==> config.mk <==
export PLATFORM = sky130hd
export DESIGN_NAME = seq_comp_cascade
export DESIGN_NICKNAME = d
export VERILOG_FILES = /design/src/rtl/seq_comp_cascade.sv
export SDC_FILE = /design/constraint.sdc
export NUM_CORES = 1
export LEC_CHECK = 0
export CAP_MARGIN = 30
export CORE_ASPECT_RATIO = 0.7
export CORE_MARGIN = 3
export CORE_UTILIZATION = 35
export CTS_CLUSTER_DIAMETER = 100
export DETAILED_ROUTE_END_ITERATION = 10
export HOLD_SLACK_MARGIN = 0.05
export PLACE_DENSITY_LB_ADDON = 0.2
export SLEW_MARGIN = 20
export SYNTH_ARGS = -nofsm -noshare
export SYNTH_HDL_FRONTEND = slang
export SYNTH_SLANG_ARGS = --single-unit
==> constraint.sdc <==
create_clock -name clock -period 1.7 [get_ports clock]
set_input_delay 0.34 -clock clock [delete_from_list [all_inputs] [get_ports clock]]
set_output_delay 0.34 -clock clock [all_outputs]
set_load 0.02 [all_outputs]
==> src/rtl/seq_comp_cascade.sv <==
// seq_comp_cascade: multi-cycle magnitude comparator, walks operands MSB-first one 2-bit slice per clock
module seq_comp_cascade #(
  parameter int WIDTH = 32,
  parameter bit EARLY_EXIT = 1'b0
) (
  input  logic             clock,
  input  logic             reset,
  input  logic             start,
  input  logic             signed_mode,
  input  logic [WIDTH-1:0] A,
  input  logic [WIDTH-1:0] B,
  output logic             busy,
  output logic             done,
  output logic             isNotEqual,
  output logic             isLessThan,
  output logic             isGreaterThan
);
  localparam int KW = $clog2(WIDTH / 2);
  typedef enum logic [1:0] {IDLE, RUN, DONE} state_t;
  state_t state, state_nx;
  logic [WIDTH-1:0] a_in, b_in, a_reg, b_reg;
  logic [KW-1:0] k;
  logic [1:0] sa, sb;
  logic idle, eq, gt, eq_base, gt_base, eq_nx, gt_nx, last;
  // flipping the sign bits turns a signed order into an unsigned one
  assign a_in = {A[WIDTH-1] ^ signed_mode, A[WIDTH-2:0]};
  assign b_in = {B[WIDTH-1] ^ signed_mode, B[WIDTH-2:0]};
  // the accepting edge already consumes the MSB slice, so RUN covers the remaining WIDTH/2-1 slices
  always_comb begin
    idle = state == IDLE;
    sa = idle ? a_in[WIDTH-1:WIDTH-2] : a_reg[WIDTH-1:WIDTH-2];
    sb = idle ? b_in[WIDTH-1:WIDTH-2] : b_reg[WIDTH-1:WIDTH-2];
    eq_base = idle ? 1'b1 : eq;
    gt_base = idle ? 1'b0 : gt;
    eq_nx = eq_base & (sa == sb);
    gt_nx = gt_base | (eq_base & (sa > sb));
    last = (state == RUN && k == '0) || (EARLY_EXIT && !eq_nx);
  end
  always_ff @(posedge clock or negedge reset)
    if (!reset) state <= IDLE;
    else state <= state_nx;
  always_comb begin
    state_nx = state;
    case (state)
      IDLE: state_nx = start ? (last ? DONE : RUN) : IDLE;
      RUN:  state_nx = last ? DONE : RUN;
      default: state_nx = IDLE;
    endcase
  end
  always_comb begin
    busy = state == RUN;
    done = state == DONE;
  end
  always_ff @(posedge clock or negedge reset) begin
    if (!reset) begin
      a_reg <= '0;
      b_reg <= '0;
      k <= '0;
      eq <= 1'b1;
      gt <= 1'b0;
      isNotEqual <= 1'b0;
      isLessThan <= 1'b0;
      isGreaterThan <= 1'b0;
    end else begin
      if (idle && start) begin
        a_reg <= a_in << 2;
        b_reg <= b_in << 2;
        k <= KW'(WIDTH / 2 - 2);
      end else if (state == RUN) begin
        a_reg <= a_reg << 2;
        b_reg <= b_reg << 2;
        k <= k - 1'b1;
      end
      if ((idle && start) || state == RUN) begin
        eq <= eq_nx;
        gt <= gt_nx;
      end
      if (state_nx == DONE && state != DONE) begin
        isNotEqual <= ~eq_nx;
        isGreaterThan <= gt_nx;
        isLessThan <= ~eq_nx & ~gt_nx;
      end
    end
  end
endmodule

==> results of run 1 <==
-- power by group through the flow --
stage | combinational [uW] | sequential, uW | clock, uW
floorplan | 2120 | 2780 | 0
global placement | 2800 | 2860 | 0
detailed placement | 2890 | 2860 | 0
CTS | 2940 | 2850 | 1890
global route | 3460 | 2940 | 1960
finish | 3070 | 2840 | 1840
-- worst max-delay path, cell delays in order, from the launching register on --
cell      delay, ns
dfrtp_1        0.41
nor2_4         0.23
mux2_4         0.34
ha_4           0.26
nand2b_4       0.14
a21oi_2        0.10
nor2_1         0.05
o21ai_1        0.12
-- through the flow --
step	setup WS (ns)	TNS [ns]	hold WS, ns	total power [uW]
after floorplan	0.002117	0	0.04441	4908
after global placement	-0.2660	-1.048	0.2977	5662
after detailed placement	-0.3372	-1.451	0.3049	5750
after CTS	-0.04132	-0.1333	0.4740	7675
after global routing	-0.1139	-0.3589	0.4917	8352
final	-0.02391	-0.04183	0.4645	7747
-- repair_timing --
| item | in CTS | in global routing |
|---|---|---|
| endpoints found under the hold margin | 25 | 0 |
| pin swaps | 5 | 5 |
| endpoints found under the setup margin | 6 | 7 |
| buffers inserted | 2 | 1 |
| gates resized for setup | 7 | 6 |
| hold buffers | 1 | 0 |
-- kinds of logic (layout without fill, tap and decap cells) --
logic type / after synthesis / after routing / share of synthesized area [%]
simple gates: 148 / 148 / 18.47
compound gates: 79 / 79 / 16.89
flops: 71 / 71 / 54.91
buf+inv: 27 / 118 / 6.723
fa+ha+maj: 4 / 4 / 1.546
xor+xnor: 3 / 3 / 0.8116
mux: 2 / 2 / 0.6569
-- worst paths after layout --
kind,from,end,slack (ns),cells after the start
max,state[1],isLessThan,-0.02,7
min,isNotEqual,isNotEqual,0.46,2
max reg2reg,state[1],isLessThan,-0.02,7
min reg2reg,isNotEqual,isNotEqual,0.46,2
max in group asynchronous,reset,b_reg[9],0.70,3
min in group asynchronous,reset,isLessThan,0.49,2
-- area by class of cell --
class / count / area [um2]
Clock buffer: 12 / 246.5
Fill cell: 820 / 4234
Multi-Input combinational cell: 236 / 1303
Sequential cell: 71 / 1778
Timing Repair Buffer: 97 / 945.9
Tap cell: 120 / 150.1
Clock inverter: 4 / 45.04
Inverter: 5 / 21.27
-- routing by layer --
metal	part of all wire [%]	global-route usage [%]	wire, um
met5	0	0	0
met4	1.6	5.041	123
met3	6.8	6.001	534
met2	43	23.69	3386
met1	49	22.07	3828
-- layout by cell type, fill, tap and decap left out, drive strengths merged --
cell	instances
ha	4
dfrtp	70
o21ai	12
dfstp	1
clkdlybuf4s15	1
o211ai	1
bufinv	1
clkdlybuf4s50	69
mux2i	1
nor4	1
nor3b	2
o22a	2
clkbuf	12
dlygate4sd3	1
a22oi	56
or2	1
nor2	6
o22ai	1
nand2	132
buf	26
clkinv	3
and3	1
nor2b	2
mux2	1
inv	5
nand2b	3
a21oi	7
xnor2	3
==> run_results.csv, run 1 <==
group,metric,value,unit
run_status,status,"finished, violations left",
run_status,violations,"setup timing",
setup_path,cp_max_fo,7,
synth,synth.distinct_cells,30,
drt,finalWirelength,7872,um
power,p_sw_share,34.55,%
floorplan,die_y,86.48,um
timing,finalWorstPathRequiredPeriod,1.724,ns
timing,slew_violations,0,
floorplan,io_pins,73,
timing,fin_ws,-0.02391,ns
setup_path,startpoint_type,"flop",
power,power_density,1726,mW/mm2
synth,ys.flop_type,"dfrtp_1",
clock_network,cts_made_buffers,9,
synth,synth_top_cells_by_count,"nand2_1, dfrtp_1, a22oi_1, buf_6",
grt,grt_pass1_vias,2696,
power,p_switching,2676,uW
drt,drtAntennaViolNets,0,
drt,dr.first_iter.drc_count,155,
synth,avgSynthCellArea,9.695,um2
min_path,holdCritPathClass,"reg -> reg",
finish,final_util,51.46,%
synth,synth.top_cell.area_share,54.10,%
finish,drive_above_1_share,13.18,%
clock_network,clk_pin_slew,0.05,ns
power,p_comb_share,39.6,%
drt,num_vias,2626,
synth,synth-warning-count,0,
clock_network,clk_latency,0.33,ns
finish,nNetsFinal,492,
synth,synth_most_common_cell,"nand2_1",
synth,async_flop_share,100.0,%
grt,grt_pass1_wl,13170,um
setup_path,crit_type,"reg -> reg",
timing,max-slew-margin-rel,73.11,%
power,intPower,5071,uW
synth,synth_edf_count,0,
clock_network,cts_buffer_depth,2,
timing,clock.fmax,580.1,MHz
finish,antennaDiodeCount,0,
power,ir_drop,0.7358,mV
placed_design,dpl.hpwl,5376,um
synth,synth_seq_area_share,54.91,%
power,pwr-share-seq,36.7,%
setup_path,critPathRequiredTime,1.96,ns
floorplan,start_util,37.12,%
grt,antenna_found_initial,0,
timing,hold_viol,0,
timing,finClkSkew,0.005419,ns
setup_path,end_kind,"flop",
drt,vias_per_cell,4.818,
finish,area_growth,38.64,%
power,clockPowerShare,23.7,%
clock_network,htreeDepth,3,
finish,design_area,0.004489,mm2
synth,synth_nets,406,
synth,ys_ff_latch,71,
timing,setup_viol,4,
synth,synth_area_leaders,"dfrtp_1, nand2_1, a22oi_1",
grt,gr-total-overflow,0,
drt,avgRoutedWirePerCell,14.44,um
floorplan,core_area,0.008723,mm2
synth,yosysTopAreaCell,"dfrtp_1",
timing,rsz0062_at_grt,"true",
flow_run,cap_violations,0,
grt,grtUsageTotal,16.06,%
clock_network,cts_tree,"yes",
timing,period_share,101.4,%
synth,netlist_instances,334,
placed_design,place.gp.congestion,0.7804,
floorplan,rows,28,
floorplan,die_w,121.0,um
floorplan,dieArea,0.01046,mm2
clock_network,ctsRootBufferMaster,"clkbuf_16",
placed_design,port_buffers,72,
grt,grt_max_degree,39,
drt,firstDrtPassIters,4,
setup_path,arrival,1.98,ns
timing,worst_slew_pin_slew,0.4033,ns
drt,drcViolationCount,0,
finish,fin_cells,545,
power,p_leak,0.002080,uW
placed_design,dpl_cell_area,0.004139,mm2
clock_network,cts_sinks,71,
placed_design,dp_cells,525,
synth,synthesis.area,0.003238,mm2
Note: power is estimated with default switching activity, not from simulation.
==> run 2: changes to the inputs <==
Settings changed: GPL_ROUTABILITY_DRIVEN from default to 0.
==> results of run 2 <==
Final layout, timing and power as in run 1 (identical DEF).
==> run 3: changes to the inputs <==
Settings changed: CORE_MARGIN 3 to default.
==> run 3 against run 2 <==
Net effect: sequential share of layout area shrank 0.28 points; fmax grew 0.12%; worst setup slack gained 0.0021 ns; non-clock buffer count shrank 2; routed wire length shrank 3.9%; flip-flop and latch count is the same; the flow still finishes with violations (setup timing); via count shrank 0.53%; total power grew 1.9%; first-iteration DRC count shrank 10%.
==> run_results.csv, run 3 (synthesis results as in run 1) <==
group,metric,value,unit
floorplan,core_area,0.008723,mm2
timing,clock.fmax,580.8,MHz
clock_network,htreeDepth,3,
clock_network,cts_buffer_depth,2,
timing,slew_violations,0,
run_status,status,"finished, violations left",
timing,hold_viol,0,
setup_path,ff2ff_path_depth,9,
setup_path,regToRegSetupSlack,-0.02,ns
timing,rsz0062_at_grt,"true",
drt,firstDrtPassIters,4,
timing,worst_slew_pin_slew,0.3042,ns
setup_path,startpoint_type,"flop",
drt,dr.first_iter.drc_count,139,
power,p_leak,0.002075,uW
power,power_density,1746,mW/mm2
setup_path,cp_max_fo,5,
drt,drcViolationCount,0,
floorplan,rows,28,
finish,final_util,51.84,%
finish,nNetsFinal,490,
finish,final_common_cell,"nand2_1",
clock_network,cts_made_buffers,9,
setup_path,reg2reg_to,"isGreaterThan",
placed_design,port_buffers,72,
power,ir_drop,0.7022,mV
grt,gr-total-overflow,0,
grt,grtUsageTotal,16.90,%
setup_path,crit_path_cell_trace,"nor2_4, buf_6, nand2_2, o21ai_2, ha_4, nor2b_4, o21ai_2, nor2_1, o22a_1",
setup_path,crit_start,"state[1]",
run_status,violations,"setup timing",
timing,max-slew-margin-rel,79.53,%
grt,grt_pass1_wl,12110,um
placed_design,place_ws,-0.3174,ns
placed_design,dpl.hpwl,5166,um
setup_path,cpPeakStageDelay,0.41,ns
drt,vias_per_cell,4.810,
setup_path,end_kind,"flop",
grt,antenna_found_initial,0,
setup_path,cp.depth,9,
timing,tns,-0.03782,ns
flow_run,cap_violations,0,
drt,finalWirelength,7566,um
clock_network,ctsRootBufferMaster,"clkbuf_16",
setup_path,r2r-start,"state[1]",
floorplan,io_pins,73,
clock_network,cts_tree,"yes",
setup_path,crit_family,"simple AND/OR/NAND/NOR gates",
timing,period_share,101.3,%
timing,fin_ws,-0.02181,ns
drt,avgRoutedWirePerCell,13.93,um
clock_network,clk_pin_slew,0.06,ns
drt,num_vias,2612,
setup_path,critPathRequiredTime,1.91,ns
floorplan,dieArea,0.009647,mm2
drt,drtAntennaViolNets,0,
clock_network,clk_latency,0.33,ns
timing,finalWorstPathRequiredPeriod,1.722,ns
setup_path,crit_type,"reg -> reg",
setup_path,path_buf_inv,1,
floorplan,start_util,37.12,%
floorplan,die_w,117.0,um
clock_network,cts_sinks,71,
setup_path,crit_slowest_cell,"dfrtp_1",
finish,antennaDiodeCount,0,
finish,drive_above_1_share,13.71,%
timing,setup_viol,2,
min_path,holdCritPathClass,"in -> async",
finish,area_growth,39.64,%
setup_path,arrival,1.94,ns
setup_path,endpoint,"isGreaterThan",
grt,grt_pass1_vias,2522,
timing,finClkSkew,0.008296,ns
setup_path,cp_common_cell,"o21ai_2",
finish,mostFrequentLayoutCells,"nand2_1, dfrtp_1, clkdlybuf4s50_1, a22oi_1, buf_4",
grt,grt_max_degree,42,
floorplan,die_y,82.48,um
power,power.total,7895,uW
run 3: changes by cell type in the layout (fill, tap and decap cells not counted), sizes merged:
cell,delta
buf,-2
run 3: final cells by class:
type | instances | area [um2]
Sequential cell | 71 | 1778
Multi-Input combinational cell | 236 | 1334
Timing Repair Buffer | 95 | 947.2
Clock buffer | 12 | 246.5
Fill cell | 799 | 4202
Inverter | 5 | 21.27
Clock inverter | 4 | 45.04
Tap cell | 120 | 150.1
run 3: how the worst min path moves through the flow:
stage | startpoint | to | slack [ns] | cells past startpoint
after floorplan | reset | a_reg[10] | 0.04 | 0
after global placement | reset | a_reg[10] | 0.25 | 1
after detailed placement | reset | a_reg[10] | 0.25 | 1
after CTS | reset | a_reg[10] | 0.44 | 2
after global routing | reset | a_reg[18] | 0.46 | 2
final | reset | a_reg[22] | 0.44 | 2
run 3: what timing repair did:
action / in CTS / in global routing
pin swaps: 3 / 5
buffers inserted: 1 / 2
endpoints found under the setup margin: 6 / 7
resized for setup: 12 / 9
hold buffers: 1 / 0
hold endpoints to repair: 19 / 0
run 3: metal layers:
layer	part of all wire (%)	vias up	global-route usage (%)
li1	-	1306	-
met1	49	1231	22.43
met2	43	67	25.68
met3	6.7	8	6.277
met4	0.99	0	5.316
met5	0	-	0
run 3: stage by stage:
step | hold WS (ns) | cell area (um2) | instances
detailed placement | 0.2472 | 4136 | 523
floorplan | 0.04441 | 3269 | 334
global placement | 0.2490 | 4136 | 523
global route | 0.4613 | 4522 | 543
finish | 0.4422 | 4522 | 543
CTS | 0.4403 | 4466 | 541
run 3: power by group:
group	switching, uW	total (uW)	internal [uW]
sequential	412	2850	2440
combinational	1620	3200	1580
clock	681	1850	1170
total	2710	7890	5180
